===== src/rtl/fifo_arb_pkg.sv =====
// Shared types and constants for the frame-granular FIFO write arbiter.
package fifo_arb_pkg;

  typedef enum logic [1:0] {
    IDLE   = 2'd0,
    GRANT  = 2'd1,
    SETTLE = 2'd2
  } arb_state_e;

  // Idle cycles after a frame so fifo_free catches up with the last beat.
  localparam int SETTLE_CYCLES = 2;

endpackage


===== src/rtl/fifo_write_arbiter_if.sv =====
// Requester/FIFO-side bundle of the write arbiter; master is the arbiter side.
interface fifo_write_arbiter_if #(
  parameter int NUM_PORTS = 4,
  parameter int WIDTH     = 16,
  parameter int DEPTH     = 16
);

  localparam int LEN_BITS = $clog2(DEPTH) + 1;

  logic [NUM_PORTS-1:0]          req;
  logic [NUM_PORTS*LEN_BITS-1:0] req_len;
  logic [NUM_PORTS-1:0]          grant;
  logic [NUM_PORTS-1:0]          in_en;
  logic [NUM_PORTS*WIDTH-1:0]    in_data;
  logic [LEN_BITS-1:0]           fifo_free;
  logic                          fifo_wr_en;
  logic [WIDTH-1:0]              fifo_wr_data;
  logic                          busy;
  logic                          timeout;

  modport master (
    input  req, req_len, in_en, in_data, fifo_free,
    output grant, fifo_wr_en, fifo_wr_data, busy, timeout
  );

  modport slave (
    output req, req_len, in_en, in_data, fifo_free,
    input  grant, fifo_wr_en, fifo_wr_data, busy, timeout
  );

endinterface


===== src/rtl/rr_priority_picker.sv =====
// Combinational round-robin picker: first eligible port at or after rr_ptr, with wrap.
module rr_priority_picker #(
  parameter int NUM_PORTS = 4,
  parameter int PTR_W     = $clog2(NUM_PORTS)
) (
  input  logic [NUM_PORTS-1:0] eligible,
  input  logic [PTR_W-1:0]     rr_ptr,
  output logic [NUM_PORTS-1:0] winner,
  output logic                 found
);

  logic [PTR_W-1:0] idx_s;

  // Rotating scan; the first hit latches found and masks later candidates.
  always_comb begin
    winner = '0;
    found  = 1'b0;
    idx_s  = '0;
    for (int off = 0; off < NUM_PORTS; off++) begin
      idx_s = PTR_W'((32'(rr_ptr) + 32'(off)) % 32'(NUM_PORTS));
      if (!found && eligible[idx_s]) begin
        winner[idx_s] = 1'b1;
        found         = 1'b1;
      end else begin
        found = found;
      end
    end
  end

endmodule


===== src/rtl/fifo_write_arbiter.sv =====
// Round-robin, frame-granular arbiter for a shared FIFO write port.
// Optional stall watchdog enabled by defining FIFO_ARB_TIMEOUT_EN.
module fifo_write_arbiter
  import fifo_arb_pkg::*;
#(
  parameter int NUM_PORTS = 4,
  parameter int WIDTH     = 16,
  parameter int DEPTH     = 16,
  parameter int TIMEOUT   = 256
) (
  input  logic                 clk,
  input  logic                 rst,
  fifo_write_arbiter_if.master bus
);

  localparam int LEN_BITS = $clog2(DEPTH) + 1;
  localparam int PTR_W    = $clog2(NUM_PORTS);
  localparam int SETTLE_W = (SETTLE_CYCLES > 1) ? $clog2(SETTLE_CYCLES) : 1;

  if (NUM_PORTS < 2 || NUM_PORTS > 16) begin : g_bad_num_ports
    $error("fifo_write_arbiter: NUM_PORTS must be 2..16");
  end
  if (TIMEOUT < 1) begin : g_bad_timeout
    $error("fifo_write_arbiter: TIMEOUT must be at least 1");
  end

  arb_state_e           state_r, state_n;
  logic [NUM_PORTS-1:0] grant_r, grant_n;
  logic [NUM_PORTS-1:0] elig_s, win_s;
  logic                 found_s;
  logic [PTR_W-1:0]     rr_ptr_r, rr_ptr_n;
  logic [PTR_W-1:0]     g_idx_r, g_idx_n;
  logic [PTR_W-1:0]     win_idx_s;
  logic [LEN_BITS-1:0]  len_q_r, len_q_n;
  logic [LEN_BITS-1:0]  cnt_r, cnt_n;
  logic [LEN_BITS-1:0]  port_len_s;
  logic [SETTLE_W-1:0]  settle_r, settle_n;
  logic                 wr_en_r, wr_en_n;
  logic [WIDTH-1:0]     wr_data_r, wr_data_n;
  logic [WIDTH-1:0]     g_data_s;
  logic                 timeout_r, timeout_n;
  logic                 beat_s;

`ifdef FIFO_ARB_TIMEOUT_EN
  localparam int STALL_W = $clog2(TIMEOUT + 1);
  logic [STALL_W-1:0] stall_r, stall_n;
`endif

  // Eligibility: a valid frame length that fits in the FIFO's free space.
  always_comb begin
    elig_s     = '0;
    port_len_s = '0;
    for (int i = 0; i < NUM_PORTS; i++) begin
      port_len_s = bus.req_len[i*LEN_BITS +: LEN_BITS];
      elig_s[i]  = bus.req[i]
                   && (port_len_s != LEN_BITS'(0))
                   && (port_len_s <= LEN_BITS'(DEPTH))
                   && (port_len_s <= bus.fifo_free);
    end
  end

  rr_priority_picker #(
    .NUM_PORTS (NUM_PORTS),
    .PTR_W     (PTR_W)
  ) u_picker (
    .eligible (elig_s),
    .rr_ptr   (rr_ptr_r),
    .winner   (win_s),
    .found    (found_s)
  );

  // One-hot winner to binary index for the data mux and pointer update.
  always_comb begin
    win_idx_s = '0;
    for (int i = 0; i < NUM_PORTS; i++) begin
      if (win_s[i]) begin
        win_idx_s = PTR_W'(i);
      end else begin
        win_idx_s = win_idx_s;
      end
    end
  end

  assign beat_s   = (state_r == GRANT) && bus.in_en[g_idx_r];
  assign g_data_s = bus.in_data[g_idx_r*WIDTH +: WIDTH];

  // Next-state, grant, beat counter and output-register inputs.
  always_comb begin
    state_n   = state_r;
    grant_n   = grant_r;
    rr_ptr_n  = rr_ptr_r;
    g_idx_n   = g_idx_r;
    len_q_n   = len_q_r;
    cnt_n     = cnt_r;
    settle_n  = settle_r;
    wr_en_n   = 1'b0;
    wr_data_n = wr_data_r;
    timeout_n = 1'b0;
`ifdef FIFO_ARB_TIMEOUT_EN
    stall_n   = stall_r;
`endif
    case (state_r)
      IDLE: begin
        if (found_s) begin
          state_n  = GRANT;
          grant_n  = win_s;
          g_idx_n  = win_idx_s;
          len_q_n  = bus.req_len[win_idx_s*LEN_BITS +: LEN_BITS];
          cnt_n    = '0;
          rr_ptr_n = (win_idx_s == PTR_W'(NUM_PORTS - 1)) ? '0 : win_idx_s + PTR_W'(1);
`ifdef FIFO_ARB_TIMEOUT_EN
          stall_n  = '0;
`endif
        end else begin
          state_n = IDLE;
        end
      end
      GRANT: begin
        if (beat_s) begin
          wr_en_n   = 1'b1;
          wr_data_n = g_data_s;
          cnt_n     = cnt_r + LEN_BITS'(1);
`ifdef FIFO_ARB_TIMEOUT_EN
          stall_n   = '0;
`endif
          if (cnt_r == len_q_r - LEN_BITS'(1)) begin
            state_n  = SETTLE;
            grant_n  = '0;
            settle_n = '0;
          end else begin
            state_n = GRANT;
          end
        end else begin
`ifdef FIFO_ARB_TIMEOUT_EN
          // Abort on the TIMEOUT-th consecutive idle cycle; no padding of the frame.
          if (stall_r == STALL_W'(TIMEOUT - 1)) begin
            timeout_n = 1'b1;
            grant_n   = '0;
            state_n   = SETTLE;
            settle_n  = '0;
            stall_n   = '0;
          end else begin
            stall_n = stall_r + STALL_W'(1);
          end
`else
          state_n = GRANT;
`endif
        end
      end
      SETTLE: begin
        if (settle_r == SETTLE_W'(SETTLE_CYCLES - 1)) begin
          state_n = IDLE;
        end else begin
          settle_n = settle_r + SETTLE_W'(1);
        end
      end
      default: begin
        state_n = IDLE;
        grant_n = '0;
      end
    endcase
  end

  // State, datapath and output registers; reset clears all of them.
  always_ff @(posedge clk or posedge rst) begin
    if (rst) begin
      state_r   <= IDLE;
      grant_r   <= '0;
      rr_ptr_r  <= '0;
      g_idx_r   <= '0;
      len_q_r   <= '0;
      cnt_r     <= '0;
      settle_r  <= '0;
      wr_en_r   <= 1'b0;
      wr_data_r <= '0;
      timeout_r <= 1'b0;
`ifdef FIFO_ARB_TIMEOUT_EN
      stall_r   <= '0;
`endif
    end else begin
      state_r   <= state_n;
      grant_r   <= grant_n;
      rr_ptr_r  <= rr_ptr_n;
      g_idx_r   <= g_idx_n;
      len_q_r   <= len_q_n;
      cnt_r     <= cnt_n;
      settle_r  <= settle_n;
      wr_en_r   <= wr_en_n;
      wr_data_r <= wr_data_n;
      timeout_r <= timeout_n;
`ifdef FIFO_ARB_TIMEOUT_EN
      stall_r   <= stall_n;
`endif
    end
  end

  assign bus.grant        = grant_r;
  assign bus.fifo_wr_en   = wr_en_r;
  assign bus.fifo_wr_data = wr_data_r;
  assign bus.busy         = (state_r != IDLE);
  assign bus.timeout      = timeout_r;

endmodule


===== src/flat_wrapper.sv =====
// flat-port wrapper written by rule: the top's interface ports become plain ports
module fifo_write_arbiter_flat import fifo_arb_pkg::*;
#(
  parameter int NUM_PORTS = 4,
  parameter int WIDTH     = 16,
  parameter int DEPTH     = 16,
  parameter int TIMEOUT   = 256
)
  (clk, rst, bus_req, bus_req_len, bus_in_en, bus_in_data, bus_fifo_free, bus_grant, bus_fifo_wr_en, bus_fifo_wr_data, bus_busy, bus_timeout);
  fifo_write_arbiter_if #(.NUM_PORTS(NUM_PORTS), .WIDTH(WIDTH), .DEPTH(DEPTH)) bus_i ();
  input  logic clk;
  input  logic rst;
  input wire logic [$bits(bus_i.req)-1:0] bus_req;
  input wire logic [$bits(bus_i.req_len)-1:0] bus_req_len;
  input wire logic [$bits(bus_i.in_en)-1:0] bus_in_en;
  input wire logic [$bits(bus_i.in_data)-1:0] bus_in_data;
  input wire logic [$bits(bus_i.fifo_free)-1:0] bus_fifo_free;
  output wire logic [$bits(bus_i.grant)-1:0] bus_grant;
  output wire logic [$bits(bus_i.fifo_wr_en)-1:0] bus_fifo_wr_en;
  output wire logic [$bits(bus_i.fifo_wr_data)-1:0] bus_fifo_wr_data;
  output wire logic [$bits(bus_i.busy)-1:0] bus_busy;
  output wire logic [$bits(bus_i.timeout)-1:0] bus_timeout;
  assign bus_i.req = bus_req;
  assign bus_i.req_len = bus_req_len;
  assign bus_i.in_en = bus_in_en;
  assign bus_i.in_data = bus_in_data;
  assign bus_i.fifo_free = bus_fifo_free;
  assign bus_grant = bus_i.grant;
  assign bus_fifo_wr_en = bus_i.fifo_wr_en;
  assign bus_fifo_wr_data = bus_i.fifo_wr_data;
  assign bus_busy = bus_i.busy;
  assign bus_timeout = bus_i.timeout;
  fifo_write_arbiter #(.NUM_PORTS(NUM_PORTS), .WIDTH(WIDTH), .DEPTH(DEPTH), .TIMEOUT(TIMEOUT)) u_core (.clk(clk), .rst(rst), .bus(bus_i));
endmodule

===== config.mk =====
export PLATFORM = sky130hd
export DESIGN_NAME = fifo_write_arbiter_flat
export DESIGN_NICKNAME = d
export VERILOG_FILES = /design/src/rtl/fifo_arb_pkg.sv /design/src/rtl/fifo_write_arbiter_if.sv /design/src/rtl/rr_priority_picker.sv /design/src/rtl/fifo_write_arbiter.sv /design/src/flat_wrapper.sv
export SDC_FILE = /design/constraint.sdc
export NUM_CORES = 1
export LEC_CHECK = 0
export CORE_ASPECT_RATIO = 1.4
export CORE_UTILIZATION = 45
export DETAILED_ROUTE_END_ITERATION = 10
export HOLD_SLACK_MARGIN = 0.15
export PLACE_DENSITY = 0.81
export SYNTH_ARGS = -nofsm -noshare
export SYNTH_HDL_FRONTEND = slang
export SYNTH_SLANG_ARGS = --single-unit

===== constraint.sdc =====
create_clock -name clk -period 4.7 [get_ports clk]
set_input_delay 0.705 -clock clk [delete_from_list [all_inputs] [get_ports clk]]
set_output_delay 0.705 -clock clk [all_outputs]
set_load 0.05 [all_outputs]

======== Word level (Yosys, flattened, before mapping) ========
Cells that the tools add are included.
word-level totals
  register bits after elaboration ......... 38
  bits of input ports ..................... 99
  output and inout port bits .............. 23
  logic and storage cells ................. 132
cells by class
  add/subtract/negate cells ............... 7
  multiply operators ...................... 1
  magnitude comparators ................... 17
  equal/unequal tests ..................... 8
  shift operators ......................... 2
  mux-type cells .......................... 48
  bitwise logic cells ..................... 4
  reduce and logical (&&, ||, !) cells .... 36
operators with widths
  cell                                                   count
  variable part select 64 x 7 -> 16 bit                  1
  two-way mux 4 bit                                      7
  <= comparator 5 bit                                    4
  <= comparator 5 bit, second input constant             4
  logical AND 1 bit                                      20
  two-way mux 1 bit                                      20
  nonzero test 5 bit                                     4
  variable part select 20 x 6 -> 5 bit                   1
  < comparator 2 x 3 -> 1 bit, second input constant     5
  two-way mux 2 bit                                      6
  OR 4 bit                                               3
  case mux 4 bit (3 select lines)                        1
  binary-select mux 1 bit (select 2 bit)                 5
  two-way mux 5 bit                                      2
  case mux 5 bit (2 select lines)                        1
  demux 1 bit (select 2 bit)                             4
  >= comparator 2 x 1 -> 1 bit, second input constant    4
  inequality test 2 x 1 -> 1 bit, second input constant  3
  case mux 2 bit (3 select lines)                        1
  AND reduction 3 bit                                    2
  nonzero test 2 bit                                     3
  adder 5 x 1 -> 5 bit, second input constant            1
  == test 5 bit                                          1
  multiplier 2 x 3 -> 5 bit, second input constant       1
  other kinds (13)                                       19

======== Logic depth before layout (Yosys ltp) ========
  depth in word-level cells ............... 21
  mapped depth ............................ 15
  gate-level depth less buffers ........... 14

======== By module ========
From an unflattened synthesis, not the netlist that was laid out.
unflattened totals
  cells, all modules ...................... 321
  area total of the unflattened synthesis .. 3,370.7 µm²
by module, submodules not included
  module              times used  cells each  area each (µm²)  sequential area each (µm²)
  fifo_write_arbiter  1           259         2,876.5          950.9
  rr_priority_picker  1           62          494.2            0.0

======== Worst setup path before layout ========
Ideal clock, no wire load.
  kind .................................... input port to flip-flop
  from .................................... input port bus_fifo_free[4]
  to ...................................... register u_core.rr_ptr_r[1]
  setup time .............................. 0.136 ns
  arrival time ............................ 3.397 ns
  required time ........................... 4.564 ns
  slack ................................... 1.168 ns
  stages .................................. 14
  path buffers ............................ 1
  cells stage by stage .................... inv_1 -> ha_1 -> nand4_1 -> o221ai_1 -> a21oi_2 -> mux4_2 -> a21o_1 -> a2bb2oi_1 -> or2_1 -> buf_6 -> or2_4 -> ha_1 -> nand2_1 -> o21ai_0
on the way
  cells in the longest elaborated chain, start to end .. 19
  elaborated cells on any way between the ends .. 40
  classes of those cells .................. add/sub: 1; order compare: 4; eq/ne: 1; mux: 20; bitwise: 3; reduce/logical: 11
RTL lines
  what                                                          line                       text
  start, declared                                               flat_wrapper.sv:17         input wire logic [$bits(bus_i.fifo_free)-1:0] bus_fifo_free;
  <= comparator 5 bit                                           fifo_write_arbiter.sv:58   && (port_len_s <= bus.fifo_free);
  logical AND 1 bit                                             fifo_write_arbiter.sv:58
  binary-select mux 1 bit (select 2 bit)                        rr_priority_picker.sv:21   if (!found && eligible[idx_s]) begin
  two-way mux 1 bit (implied by the code)                       rr_priority_picker.sv:21
  two-way mux 1 bit                                             rr_priority_picker.sv:21
  zero test 1 bit                                               rr_priority_picker.sv:21
  logical AND 1 bit                                             rr_priority_picker.sv:21
  two-way mux 1 bit                                             rr_priority_picker.sv:21
  [... 4 more ...]                                              --
  logical AND 1 bit                                             rr_priority_picker.sv:21
  two-way mux 4 bit (*)                                         rr_priority_picker.sv:21
  two-way mux 1 bit                                             fifo_write_arbiter.sv:76   if (win_s[i]) begin
  two-way mux 2 bit                                             fifo_write_arbiter.sv:76
  two-way mux 2 bit (*)                                         fifo_write_arbiter.sv:76
  via u_core.win_idx_s[0]                                       fifo_write_arbiter.sv:33   logic [PTR_W-1:0] win_idx_s;
  adder 2 x 1 -> 2 bit / == test 2 bit (equally long branches)  fifo_write_arbiter.sv:110  rr_ptr_n = (win_idx_s == PTR_W'(NUM_PORTS - 1)) ? '0 : win_idx_s + PTR_W'(1);
  two-way mux 2 bit (*)                                         fifo_write_arbiter.sv:110
  end signal, assigned                                          fifo_write_arbiter.sv:183  rr_ptr_r <= rr_ptr_n;
  end, declared                                                 fifo_write_arbiter.sv:31   logic [PTR_W-1:0] rr_ptr_r, rr_ptr_n;
The timed path passes the listed nets; every way through them passes the cells marked *. The select of a mux whose other input is x is not followed.
A chain may end at the register's enable or synchronous reset.

======== Worst setup path in the final report ========
Same ends and word-level chain as after synthesis.

==> metrics.cfg <==
[place]
port_buffers=120
dp_cells=517
dpl.hpwl_um=7990
dpl_cell_area_um2=4570
place_congestion=0.940

[cells_and_area]
drive_gt1_share_pct=14.5
finalInstanceArea_um2=4650
layoutNonFillerInstCount=524
area_delta_synth_final_pct=41.5
final_nets=562
diodes=0

[worst_setup_path]
rr_worst_depth=10
crit_buf_inv=2
critPathMaxFanout=8
cpMostUsedCell=ha_1
cp.required_ns=4.83
cp_slowest_cell=mux4_2
worst_setup_path_end_kind=flip-flop
max_stage_delay_ns=0.58
setup.worst_path.class=in2reg
worstSetupEndpoint=u_core.rr_ptr_r[1]
crit_chain=clkdlybuf4s50_1 > inv_1 > ha_1 > nand4_1 > o221ai_1 > a21oi_1 > mux4_2 > a21o_1 > a2bb2oi_1 > or2_1 > or2_4 > ha_1 > nand2_1 > o21ai_0
arrival_ns=4.14
r2r_slack_ns=1.23
crit_family=compound AO/OA/AOI/OAI gates
crit_cells=14
reg2reg_from=u_core.rr_ptr_r[0]
worstReg2RegEnd=u_core.rr_ptr_r[1]
startpoint_type=input pin
cp-startpoint=bus_fifo_free[4]

[routing]
post_drt_via_cell_ratio=5.64
wirelength_um=9300
detail_route.wl_per_cell_um=17.7
detail-route-antenna-nets=0
num_vias=2954
firstDrtPassIters=4
drtIter0Drc=98
drc=0

[cts]
cts_setup_buffers=0
clkSinkCount=38
clk_pin_slew_ns=0.07
ctsResizeCount=0
hold_buffers=0
clock_latency_ns=0.29
cts_inserted_buffers=5
cts_tree=done
htree_levels=2
cts_root_buffer=clkbuf_8
clock_path_buffers=2

[synthesis]
avgSynthCellArea_um2=10.6
syn_area_um2=3290
ys_seq_elements=38
ys_seq_area_share_pct=28.9
netlist.top_cell.by_area=dfrtp_1
synth.most_common_cell=dfrtp_1
synth_common_cells=dfrtp_1, ha_1, nand2_1
synthCells=310
ys_warn_count=0
yosysUniqueCellTypes=54
synth_top_flop_cell=dfrtp_1
syn_nets=443
synth-edff-count=0
ys_top_cells_by_area=dfrtp_1, mux4_2, ha_1
netlist.area_leader.share_pct=28.9
synth-async-reset-ratio_pct=100

[sta]
rsz0062_at_grt=no
maxSlewHeadroom_pct=44.5
period_share_pct=85.1
fin_hold_ws_ns=0.481
slew_viol_final=0
setup_violations=0
worst_pin_slew_ns=0.833
finalSetupTns_ns=0
finalClockSkew_ns=0.00573
final_hold_viol_count=0
finalCriticalPeriod_ns=4.00
fmax_ghz=0.250

[hold_path]
hp-class=reg2reg
hold_path_startpoint=u_core.bus.grant[0]

[global_route]
grt_max_degree=27
first_global_vias=3103
antenna_found_initial=0
grt.total_usage_pct=24.4
grt_pass1_wl_um=13900
grt-ovfl-total=0

[floorplanning]
die_area_um2=7660
num_io_pins=122
die_x_um=74.2
row_count=36
start_util_pct=46.8
core_area_um2=7030
fp.dieH_um=103

[pwr]
power.density_nw_per_um2=525
p_leak_nw=1.96
max-vdd-ir-drop_mv=0.259
finalPower_w=0.00244

[outcome]
status=completed

[flow_run]
cap_violations=0

[cell type report]
type | count | area [um2]
Fill cell | 603 | 2370
Tap cell | 95 | 119
Inverter | 25 | 93.8
Multi-Input combinational cell | 237 | 2190
Timing Repair Buffer | 122 | 1220
Clock inverter | 2 | 10.0
Clock buffer | 5 | 68.8
Sequential cell | 38 | 951
[power by group]
part	leakage, nW	internal, W	switching, W
sequential	0.461	0.000479	0.000157
combinational	1.46	0.000740	0.000862
clock	0.0438	0.0000994	0.000105
[cells by family (layout without fill, tap and decap cells)]
| family | count (synthesis) | in the layout | synth area share (%) |
|---|---|---|---|
| AND/OR/NAND/NOR | 81 | 81 | 13.5 |
| adder cells (fa/ha/maj) | 34 | 34 | 12.9 |
| other | 1 | 1 | 0.114 |
| multiplexers | 49 | 49 | 24.1 |
| XOR/XNOR | 11 | 11 | 2.93 |
| buffers and inverters | 35 | 154 | 4.34 |
| flip-flops | 38 | 38 | 28.9 |
| AO/OA/AOI/OAI | 61 | 61 | 13.2 |
[cell usage in the layout, fill, tap and decap left out, drive strengths merged, types with 5 or more instances in the layout]
master	instances
a21o	8
a21oi	14
a221oi	5
clkbuf	5
clkdlybuf4s50	120
dfrtp	38
ha	34
inv	25
mux2	22
mux2i	6
mux4	21
nand2	27
nand4	6
nor2	15
o21ai	8
o22ai	7
or2	7
xor2	7
[per-layer routing]
metal / track usage [%] / wire, um / part of all wire (%) / vias to the layer above
met5: 0 / 0 / 0 / -
met3: 4.40 / 742 / 8.0 / 24
met2: 49.7 / 5130 / 55 / 126
met1: 22.3 / 3120 / 34 / 1419
li1: - / - / - / 1385
met4: 11.5 / 303 / 3.3 / 0
[how the worst min path moves through the flow]
stage	endpoint	depth (start not counted)	slack (ns)
after detailed placement	u_core.bus.grant[0]	1	0.47
after global routing	u_core.bus.grant[0]	1	0.52
final	u_core.bus.grant[0]	1	0.48
after global placement	u_core.bus.grant[2]	2	0.47
after CTS	u_core.bus.grant[0]	1	0.49
after floorplan	u_core.settle_r	1	0.48
[state kept, by name, summed over array words and instances, names as in the netlist]
name,count
u_core.bus.fifo_wr_en,1
u_core.bus.fifo_wr_data,16
u_core.cnt_r,5
u_core.len_q_r,5
u_core.settle_r,1
u_core.g_idx_r,2
u_core.rr_ptr_r,2
u_core.state_r,2
u_core.bus.grant,4
[metrics by stage]
step	setup WS [ns]	util [%]
detailed placement	0.415	65.1
global placement	0.449	65.1
CTS	0.722	66.2
global route	0.523	66.2
finish	0.699	66.2
floorplan	1.17	-
Power figures use the tool's default switching activity.
